[src/rtl/dual_helix_pkg.sv]
// dual_helix_pkg: SoC-wide address map constants shared by the control blocks
package dual_helix_pkg;

    localparam logic [31:0] SOC_CTRL_BASE = 32'h1A10_0000;

endpackage

[src/rtl/soc_ctrl_boot_seq.sv]
// soc_ctrl_boot_seq: post-reset bus initiator that programs the soc_ctrl register block
module soc_ctrl_boot_seq #(
    parameter logic [31:0] SOC_CTRL_BASE = dual_helix_pkg::SOC_CTRL_BASE,
    parameter int          ADDR_W        = 32,
    parameter int          DATA_W        = 32,
    parameter int          REF_DIV_BW    = 4,
    parameter int          FB_DIV_BW     = 12,
    parameter int          LOCK_TIMEOUT  = 1024,
    parameter int          BOOT_MODE_W   = 2
) (
    input  logic                    clk_i,
    input  logic                    rst_i,
    input  logic                    start_i,
    input  logic [3*REF_DIV_BW-1:0] pll_ref_div_i,
    input  logic [3*FB_DIV_BW-1:0]  pll_fb_div_i,
    input  logic [2:0]              pll_locked_i,
    input  logic [DATA_W-1:0]       boot_addr_c0_i,
    input  logic [DATA_W-1:0]       boot_addr_c1_i,
    output logic                    req_valid_o,
    input  logic                    req_ready_i,
    output logic                    req_we_o,
    output logic [ADDR_W-1:0]       req_addr_o,
    output logic [DATA_W-1:0]       req_wdata_o,
    input  logic                    rsp_valid_i,
    input  logic                    rsp_err_i,
    input  logic [DATA_W-1:0]       rsp_rdata_i,
    output logic                    busy_o,
    output logic                    done_o,
    output logic                    error_o,
    output logic [3:0]              err_step_o,
    output logic [BOOT_MODE_W-1:0]  boot_mode_o
);

    localparam int                CNT_W     = $clog2(LOCK_TIMEOUT + 1);
    localparam logic [CNT_W-1:0]  CNT_MAX   = CNT_W'(LOCK_TIMEOUT - 1);
    localparam logic [ADDR_W-1:0] BASE      = ADDR_W'(SOC_CTRL_BASE);
    localparam logic [3:0]        STEP_LOCK = 4'd2;
    localparam logic [3:0]        STEP_READ = 4'd6;
    localparam logic [3:0]        STEP_LAST = 4'd12;

    typedef enum logic [2:0] {
        IDLE,
        ISSUE,
        WAIT_RSP,
        WAIT_LOCK,
        DONE,
        ERROR
    } state_e;

    state_e                 state_q, state_d;
    logic [3:0]             step_q, step_d;
    logic [CNT_W-1:0]       cnt_q, cnt_d;
    logic                   done_q, done_d;
    logic                   error_q, error_d;
    logic [3:0]             err_step_q, err_step_d;
    logic [BOOT_MODE_W-1:0] boot_mode_q, boot_mode_d;

    logic [11:0]            tbl_off;
    logic [DATA_W-1:0]      tbl_wdata;
    logic                   tbl_we;
    logic [DATA_W-1:0]      pll_sys_w, pll_c0_w, pll_c1_w;
    logic                   unused_rdata;

    // PLL config words are {fb, ref} of the matching divider slice, taken live at issue time
    assign pll_sys_w = DATA_W'({pll_fb_div_i[FB_DIV_BW-1:0],
                                pll_ref_div_i[REF_DIV_BW-1:0]});
    assign pll_c0_w  = DATA_W'({pll_fb_div_i[2*FB_DIV_BW-1:FB_DIV_BW],
                                pll_ref_div_i[2*REF_DIV_BW-1:REF_DIV_BW]});
    assign pll_c1_w  = DATA_W'({pll_fb_div_i[3*FB_DIV_BW-1:2*FB_DIV_BW],
                                pll_ref_div_i[3*REF_DIV_BW-1:2*REF_DIV_BW]});

    assign unused_rdata = ^rsp_rdata_i[DATA_W-1:BOOT_MODE_W];

    // Step table: register offset, write data and direction for the current step
    always_comb begin
        tbl_off   = '0;
        tbl_wdata = '0;
        tbl_we    = 1'b1;
        case (step_q)
            4'd0:  begin tbl_off = 12'h340; tbl_wdata = pll_sys_w;      end
            4'd1:  begin tbl_off = 12'h2C0; tbl_wdata = pll_c0_w;       end
            4'd2:  begin tbl_off = 12'h300; tbl_wdata = pll_c1_w;       end
            4'd3:  begin tbl_off = 12'h240; tbl_wdata = DATA_W'(3);     end
            4'd4:  begin tbl_off = 12'h280; tbl_wdata = DATA_W'(3);     end
            4'd5:  begin tbl_off = 12'h200; tbl_wdata = DATA_W'(3);     end
            4'd6:  begin tbl_off = 12'h400; tbl_we    = 1'b0;           end
            4'd7:  begin tbl_off = 12'h000; tbl_wdata = boot_addr_c0_i; end
            4'd8:  begin tbl_off = 12'h040; tbl_wdata = boot_addr_c1_i; end
            4'd9:  begin tbl_off = 12'h080; tbl_wdata = DATA_W'(0);     end
            4'd10: begin tbl_off = 12'h0C0; tbl_wdata = DATA_W'(1);     end
            4'd11: begin tbl_off = 12'h180; tbl_wdata = DATA_W'(3);     end
            4'd12: begin tbl_off = 12'h1C0; tbl_wdata = DATA_W'(3);     end
            default: begin tbl_off = '0; tbl_wdata = '0; tbl_we = 1'b1; end
        endcase
    end

    // Next-state logic: start acceptance, handshake, response handling and lock wait
    always_comb begin
        state_d     = state_q;
        step_d      = step_q;
        cnt_d       = cnt_q;
        done_d      = done_q;
        error_d     = error_q;
        err_step_d  = err_step_q;
        boot_mode_d = boot_mode_q;
        case (state_q)
            IDLE, DONE, ERROR: begin
                if (start_i) begin
                    state_d    = ISSUE;
                    step_d     = '0;
                    done_d     = 1'b0;
                    error_d    = 1'b0;
                    err_step_d = '0;
                end
            end
            ISSUE: begin
                if (req_ready_i) state_d = WAIT_RSP;
            end
            WAIT_RSP: begin
                if (rsp_valid_i) begin
                    if (rsp_err_i) begin
                        state_d    = ERROR;
                        error_d    = 1'b1;
                        err_step_d = step_q;
                    end else begin
                        if (step_q == STEP_READ) boot_mode_d = rsp_rdata_i[BOOT_MODE_W-1:0];
                        step_d = step_q + 4'd1;
                        if (step_q == STEP_LOCK) begin
                            state_d = WAIT_LOCK;
                            cnt_d   = '0;
                        end else if (step_q == STEP_LAST) begin
                            state_d = DONE;
                            done_d  = 1'b1;
                        end else begin
                            state_d = ISSUE;
                        end
                    end
                end
            end
            WAIT_LOCK: begin
                if (pll_locked_i == 3'b111) begin
                    state_d = ISSUE;
                    step_d  = 4'd3;
                end else if (cnt_q == CNT_MAX) begin
                    state_d    = ERROR;
                    error_d    = 1'b1;
                    err_step_d = 4'hF;
                end else begin
                    cnt_d = cnt_q + CNT_W'(1);
                end
            end
            default: state_d = IDLE;
        endcase
    end

    // State and status registers with synchronous reset
    always_ff @(posedge clk_i) begin
        if (rst_i) begin
            state_q     <= IDLE;
            step_q      <= '0;
            cnt_q       <= '0;
            done_q      <= 1'b0;
            error_q     <= 1'b0;
            err_step_q  <= '0;
            boot_mode_q <= '0;
        end else begin
            state_q     <= state_d;
            step_q      <= step_d;
            cnt_q       <= cnt_d;
            done_q      <= done_d;
            error_q     <= error_d;
            err_step_q  <= err_step_d;
            boot_mode_q <= boot_mode_d;
        end
    end

    assign req_valid_o = state_q == ISSUE;
    assign req_we_o    = req_valid_o & tbl_we;
    assign req_addr_o  = req_valid_o ? BASE + ADDR_W'(tbl_off) : '0;
    assign req_wdata_o = req_valid_o ? tbl_wdata : '0;
    assign busy_o      = state_q == ISSUE || state_q == WAIT_RSP || state_q == WAIT_LOCK;
    assign done_o      = done_q;
    assign error_o     = error_q;
    assign err_step_o  = err_step_q;
    assign boot_mode_o = boot_mode_q;

endmodule
[config.mk]
export PLATFORM = sky130hd
export DESIGN_NAME = soc_ctrl_boot_seq
export DESIGN_NICKNAME = d
export VERILOG_FILES = /design/src/rtl/dual_helix_pkg.sv /design/src/rtl/soc_ctrl_boot_seq.sv
export SDC_FILE = /design/constraint.sdc
export NUM_CORES = 1
export LEC_CHECK = 0
export CAP_MARGIN = 0
export CORE_MARGIN = 5
export CORE_UTILIZATION = 35
export DETAILED_ROUTE_END_ITERATION = 10
export MAX_ROUTING_LAYER = met4
export PLACE_DENSITY = 0.89
export SYNTH_ARGS = -nofsm -noshare
export SYNTH_HDL_FRONTEND = slang
export SYNTH_SLANG_ARGS = --single-unit
export TNS_END_PERCENT = 20
[constraint.sdc]
create_clock -name clk_i -period 6.8 [get_ports clk_i]
set_input_delay 1.7 -clock clk_i [delete_from_list [all_inputs] [get_ports clk_i]]
set_output_delay 1.7 -clock clk_i [all_outputs]
set_load 0.1 [all_outputs]
After elaboration in Yosys (flattened, before gate mapping)
Index checks and enable logic that the tools add are counted.

storage, ports and cells
  register bits = 26
  bits of input ports = 153
  output and inout bits = 75
  word-level logic and storage cells = 100

operators by class
  add/sub/neg operators = 3
  eq/ne operators = 32
  multiplexer cells = 41
  bitwise logic cells = 2
  reductions and logical operators = 15

operators with widths
  operator                                         count
  case mux 32 bit (7 select lines)                 1
  case mux 11 bit (12 select lines)                1
  two-way mux 11 bit                               5
  two-way mux 32 bit                               1
  two-way mux 4 bit                                8
  adder 29 x 12 -> 30 bit, first input constant    1
  two-way mux 30 bit                               1
  two-way mux 3 bit                                8
  case mux 4 bit (3 select lines)                  2
  inequality test 2 bit, second input constant     11
  case mux 11 bit (2 select lines)                 1
  == test 4 bit, second input constant             5
  AND reduction 6 bit                              3
  == test 4 x 3 -> 1 bit, second input constant    4
  case mux 3 bit (4 select lines)                  1
  adder 11 x 1 -> 11 bit, second input constant    1
  == test 11 x 10 -> 1 bit, second input constant  1
  two-way mux 1 bit                                10
  == test 3 bit, second input constant             3
  == test 4 x 2 -> 1 bit, second input constant    2
  AND reduction 4 bit                              2
  == test 3 x 2 -> 1 bit, second input constant    2
  AND reduction 5 bit                              1
  OR reduction 5 bit                               1
  15 further kinds                                 17

Longest topological paths before layout
Gate-level depths: netlist of run 1.

  depth in word-level cells = 6
  gate-level depth with buffers = 9
  depth with buffers taken out = 7

Worst setup path before layout of run 1
OpenSTA, ideal clock, no wires.

  path kind = register to output
  start = register state_q[0]
  end = output port req_wdata_o[1]
  arrival time = 4.288 ns
  required time = 5.100 ns
  path slack = 0.812 ns
  cell stages (with the launch flop) = 7
  path buffers = 1
  path through = dfxtp_1 > buf_2 > nand2b_1 > or2_2 > inv_1 > o31ai_1 > a311oi_1

between the ends
  cells in the longest elaborated chain, start to end = 2

ends and longest elaborated chain
  item                      line                      RTL
  start: declaration        soc_ctrl_boot_seq.sv:50   state_e state_q, state_d;
  start signal: assignment  soc_ctrl_boot_seq.sv:167  state_q <= state_d;
  == test 3 x 1 -> 1 bit    soc_ctrl_boot_seq.sv:177  assign req_valid_o = state_q == ISSUE;
  named net req_valid_o     soc_ctrl_boot_seq.sv:19   output logic req_valid_o,
  two-way mux 32 bit        soc_ctrl_boot_seq.sv:180  assign req_wdata_o = req_valid_o ? tbl_wdata : '0;
  end: declaration          soc_ctrl_boot_seq.sv:23   output logic [DATA_W-1:0] req_wdata_o,

The timed path passes the listed nets, and every way through them passes these cells.

Worst setup path in the final report of run 1
  start = register step_q[2]
  end = output port req_wdata_o[11]

between the ends
  cells in the longest elaborated chain, start to end = 4
  elaborated cells between the ends (all ways) = 14
  those cells by class = eq/ne (10); mux (2); reduce/logical (2)

ends and longest elaborated chain
  item                                   line                      RTL
  start: declaration                     soc_ctrl_boot_seq.sv:51   logic [3:0] step_q, step_d;
  start signal: assignment               soc_ctrl_boot_seq.sv:168  step_q <= step_d;
  == test 4 bit (tied with other cells)  soc_ctrl_boot_seq.sv:79   case (step_q)
  OR reduction 5 bit (no source line)    n/a
  case mux 32 bit (7 select lines) *     soc_ctrl_boot_seq.sv:79
  two-way mux 32 bit *                   soc_ctrl_boot_seq.sv:180

Mark *: on every way between the ends. The rest lies on a longest branch, timed or not.

==> results of run 1 <==
==> cells in the final DEF, fill, tap and decap left out, types with 2 or more instances in the layout <==
cell,Yosys,routed
inv_1,6,6
nor3_1,11,11
nand2_1,17,17
nand2b_1,7,7
o22a_1,2,2
nor2b_1,5,5
nand3_1,6,6
a222oi_1,14,14
a21oi_1,48,48
dfxtp_1,26,26
buf_4,28,7
nor3b_2,0,2
o21ai_0,16,16
ha_1,5,5
or2_2,3,3
conb_1,1,23
and3_1,3,3
a31oi_1,7,7
clkbuf_8,0,3
a22oi_1,31,31
nor2_1,45,44
and2_1,3,3
mux2i_1,7,7
or4_1,2,2
o211ai_1,2,2
nor4_1,2,2
or3_1,6,6
clkdlybuf4s50_1,0,170
a211oi_1,3,3
nand3b_1,2,2
==> logic make-up (layout without fill, tap and decap cells) <==
kind of cell               Yosys count  count (layout)  share of synthesized area [%]
AOI/OAI and AO/OA                  137             137                          35.24
muxes                                7               7                          2.685
DFF                                 26              26                          19.94
other                                1              23                         0.1437
and+or+nand+nor                    126             126                          25.74
adders and majority gates            5               5                          2.397
buffers and inverters               63             187                          13.85
==> state kept, by name (all words and copies together) (netlist names) <==
signal,cells
error_o,1
cnt_q,11
done_o,1
step_q,4
boot_mode_o,2
err_step_o,4
state_q,3
==> path summary, 6_finish.rpt <==
check	cells past startpoint	from	end	slack (ps)
worst max register to register	7	step_q[0]	cnt_q[9]	4270
worst min register to register	2	cnt_q[10]	cnt_q[10]	450
worst min-delay path	2	cnt_q[10]	cnt_q[10]	450
worst max-delay path	4	step_q[2]	req_wdata_o[11]	1210
==> worst register-to-register path, delay by kind of cell, from the launching register on <==
kind	cells	cell delay, ps
AO/OA/AOI/OAI	2	510
flip-flops	1	370
AND/OR/NAND/NOR	3	1080
adder cells (fa/ha/maj)	1	350
buffers and inverters	1	120
==> power by group through the flow <==
stage,clock network [mW],registers (mW),logic [mW]
floorplan,0,0.207,0.831
detailed placement,0,0.195,1.10
CTS,0.132,0.191,1.10
global placement,0,0.193,1.08
finish,0.131,0.193,1.10
global route,0.138,0.196,1.15
==> per-layer routing <==
layer	global-route usage [%]	vias up	part of all wire, %
met3	4.691	19	10
li1	-	1612	-
met2	38.18	189	50
met5	-	-	0
met4	6.893	0	2.3
met1	27.24	1551	38
==> metrics by stage <==
stage | hold WS, ps | area, um^2 | setup WS [ps] | cells
6_report | 454.8 | 4329 | 1213 | 610
2_1_floorplan | 421.8 | 2693 | 811.8 | 387
4_1_cts | 458.3 | 4329 | 1214 | 610
3_3_place_gp | 432.8 | 4258 | 1387 | 606
3_5_place_dp | 444.4 | 4258 | 1315 | 606
5_1_grt | 492.0 | 4329 | 1035 | 610
==> final cells by class <==
type | instances | area [um^2]
tap | 99 | 123.9
sequential | 26 | 520.5
inverter | 6 | 22.52
multi-input combinational | 298 | 1837
timing repair buffer | 177 | 1754
fill | 620 | 2924
clock inverter | 1 | 30.03
clock buffer | 3 | 41.29
==> flow_summary.toml, run 1 <==
[run_status]
outcome = "finished, final reports clean"

[logic_synthesis]
synth_top_area_share_pct = 19.94
synth_top_cell_by_area = "dfxtp_1"
yosysUniqueCellTypes = 56
yosys_most_used_dff = "dfxtp_1"
synth_most_common_cell = "a21oi_1"
synth_edf_count = 0
netlist_area_um2 = 2610
post_synth.cell_area_avg_um2 = 7.151
synthCells = 365
synthTopCellsByArea = "dfxtp_1 (20%), a21oi_1 (9.2%), a22oi_1 (8.9%)"
ys.warnings.count = 0
synth_seq_cells = 26
synthTopCellsByCount = "a21oi_1 (48), nor2_1 (45), a22oi_1 (31)"
async_flop_share_pct = 0
synth_seq_area_share_pct = 19.94

[grt]
grt_pass1_vias = 3142
grt_max_degree = 33
grt_pass1_wl_mm = 16.28
overflow = 0
antenna_found_initial = 0
grt_usage_pct = 22.71

[clocking]
clk_latency_ps = 270
cts.sinks = 26
cts_setup_buffers = 0
hold_buffers = 0
h-tree-depth = 1
cts_made_buffers = 3
cts_root_buffer = "clkbuf_8"
cts.reportedPaths.clkPinSlew_ps = 100
tritoncts = "built"
clock_path_buffers = 2
post_cts_resized = 0

[die]
die_h_um = 96.36
start_util_pct = 35.98
ios = 228
die_area_um2 = 9284
rows = 31
coreArea_um2 = 7253
die_x_um = 96.36

[power_and_ir_drop]
finalPower_mw = 1.424
clkPwrFrac_pct = 9.2
ir_drop_mv = 0.3689
swShare_pct = 63.13
power_density_nw_per_um2 = 329.0
sequentialPowerShare_pct = 13.5
power_switching_uw = 899.2
p_comb_share_pct = 77.3
intPower_uw = 525.2
power_leakage_nw = 1.507

[place]
dp_hpwl_mm = 9.087
io_buffer_count = 174
gp_congestion = 0.9281

[sta]
relSlewSlack_pct = 29.81
setup_viol = 0
fin_crit_sh_pct = 82.17
max_freq_mhz = 179.0
report.final.slew_viol_count = 0
grt_setup_unrepaired = "false"
fin_skew_ps = 6.343
hold_viol = 0
tightest_slew_ps = 1053
fin_tns_setup_ps = 0
layout_min_cycle_time_ps = 5587

[detailed_routing]
drtIter0Drc = 227
wl_per_cell_um = 18.97
routed_wl_mm = 11.57
first_pass_iters = 5
drc = 0
ant_nets = 0
via_per_inst = 5.526
vias = 3371

[setup_path]
required_ps = 5100
crit_path_end_kind = "primary output"
critical-path-top-delay-family = "buffers and inverters"
startpoint_type = "flop"
cp_cell_sequence = "and3_1, a222oi_1, a21oi_1, clkdlybuf4s50_1"
critPathSlowestCell = "clkdlybuf4s50_1"
arrival_ps = 3890
critPathMaxStageDelay_ps = 1170
critPathKind = "reg -> out"
path_max_fanout = 25
path_buf_inv = 1

[run]
maxCapViolations = 0

[final_layout]
syn2layout_area_growth_pct = 65.87
utilization_pct = 59.69
layout-drive-gt1-share_pct = 5.284
diodes = 0
finalNetCount = 670

[worst_hold_path]
hold_class = "reg -> reg"
Note: power is estimated with default switching activity, not from simulation.
==> inputs of run 2 (changes only) <==
CORE_UTILIZATION = 29   (was 35)
PLACE_DENSITY = 0.79   (was 0.89)
clock period = 4.72 ns   (was 6.8 ns; I/O delays follow)
==> flow_summary.toml, run 2 (synthesized netlist as in run 1, its figures left out) <==
[detailed_routing]
first_pass_iters = 6
routed_wl_mm = 11.27
vias = 3387
ant_nets = 0
wl_per_cell_um = 18.15
drc = 0
via_per_inst = 5.454
drtIter0Drc = 240

[place]
pre_cts_ws_ps = 930.6
gp_congestion = 0.8646
placedCellCount = 617
io_buffer_count = 174
dp_hpwl_mm = 8.974

[die]
die_x_um = 104.9
ios = 228
die_area_um2 = 11000
coreArea_um2 = 8763
rows = 34
start_util_pct = 29.78
die_h_um = 104.9

[grt]
grt_pass1_vias = 3164
grt_usage_pct = 19.11
antenna_found_initial = 0
grt_pass1_wl_mm = 17.20
grt_max_degree = 33
overflow = 0

[setup_path]
startpoint_type = "flop"
crit_top_cell = "buf_4"
arrival_ps = 2920
critPathSlowestCell = "nor2_2"
cp_cell_sequence = "inv_1, ha_1, nand2_1, nor2_2, buf_4, a22oi_1, nor2_1, buf_4"
required_ps = 3540
path_max_fanout = 19
path_buf_inv = 3
critPathMaxStageDelay_ps = 660
critical-path-top-delay-family = "simple AND/OR/NAND/NOR gates"
crit_path_end_kind = "primary output"
critPathKind = "reg -> out"

[final_layout]
instances_no_fill = 621
syn2layout_area_growth_pct = 62.75
layout_common_cells = "clkdlybuf4s50_1 (131), a21oi_1 (48), buf_4 (48)"
layout_commonest_cell = "clkdlybuf4s50_1"
finalNetCount = 672
layout-drive-gt1-share_pct = 13.45
largest_reg_flops = 11
diodes = 0
fillCellCount = 847
top_register = "cnt_q"

[power_and_ir_drop]
swShare_pct = 64.95
ir_drop_mv = 0.4461
power_leakage_nw = 1.583
sequentialPowerShare_pct = 13.9
power_switching_mw = 1.289
intPower_uw = 695.5
clkPwrFrac_pct = 7.4
p_comb_share_pct = 78.7
power_density_nw_per_um2 = 467.1

[sta]
fin_ws_ps = 625.0
relSlewSlack_pct = 29.29
max_freq_mhz = 244.2
layout_min_cycle_time_ps = 4095
tightest_slew_ps = 1057
fin_crit_sh_pct = 86.76
setup_viol = 0
grt_setup_unrepaired = "false"
fin_skew_ps = 2.421
report.final.slew_viol_count = 0
hold_viol = 0

[clocking]
tritoncts = "built"
h-tree-depth = 1
cts.reportedPaths.clkPinSlew_ps = 90
cts_root_buffer = "clkbuf_8"
clk_latency_ps = 270
cts_made_buffers = 3
hold_buffers = 0
post_cts_resized = 0
cts_setup_buffers = 0
clock_path_buffers = 2
cts.sinks = 26

[run_status]
outcome = "finished, final reports clean"

[worst_hold_path]
hold_class = "reg -> reg"

[run]
maxCapViolations = 0
==> run 2: metrics by stage <==
| stage | setup TNS (ps) | instance area, um^2 | power, mW | util (%) | hold slack (ps) |
|---|---|---|---|---|---|
| after floorplan | -1079 | 2699 | 1.498 | - | 421.8 |
| after global placement | 0 | 4193 | 1.826 | 47.84 | 434.0 |
| after detailed placement | 0 | 4193 | 1.840 | 47.84 | 438.9 |
| after CTS | 0 | 4248 | 1.989 | 48.47 | 451.5 |
| after global routing | 0 | 4248 | 2.072 | 48.47 | 494.2 |
| final | 0 | 4248 | 1.984 | 48.47 | 446.8 |
==> run 2: final timing paths <==
kind                                start               to  slack [ps]  cells after the start
worst min register to register  cnt_q[10]        cnt_q[10]         450                      2
worst max register to register  step_q[0]       state_q[1]        2230                      7
worst min-delay path            cnt_q[10]        cnt_q[10]         450                      2
worst max-delay path            step_q[0]  req_wdata_o[19]         620                      8
==> run 2: power groups by stage <==
stage | combinational (mW) | sequential [mW] | clock (mW)
6_report | 1.56 | 0.277 | 0.147
5_1_grt | 1.63 | 0.282 | 0.160
4_1_cts | 1.56 | 0.276 | 0.148
3_5_place_dp | 1.56 | 0.281 | 0
3_3_place_gp | 1.55 | 0.279 | 0
2_1_floorplan | 1.20 | 0.299 | 0
==> run 2: layout make-up <==
class / count / area, um^2 / area share, %
Clock buffer: 4 / 55.05 / 1.296
Multi-Input combinational cell: 298 / 1843 / 43.39
Tap cell: 108 / 135.1 / 3.181
Timing Repair Buffer: 179 / 1672 / 39.35
Sequential cell: 26 / 520.5 / 12.25
Inverter: 6 / 22.52 / 0.5302
==> run 2: worst reg2reg max path: stages (launching register included) <==
cell,delay [ps]
dfxtp_1,370
inv_1,130
ha_1,360
nor3b_4,690
or3b_1,420
a21oi_1,150
nor3_1,60
a211oi_1,220
==> run 2: routing by layer <==
metal	vias to the layer above	GRT usage, %	routed length [um]
met3	15	3.576	775
met4	0	3.379	163
met2	147	33.81	5797
met1	1606	22.77	4535
met5	-	-	0
li1	1619	-	-
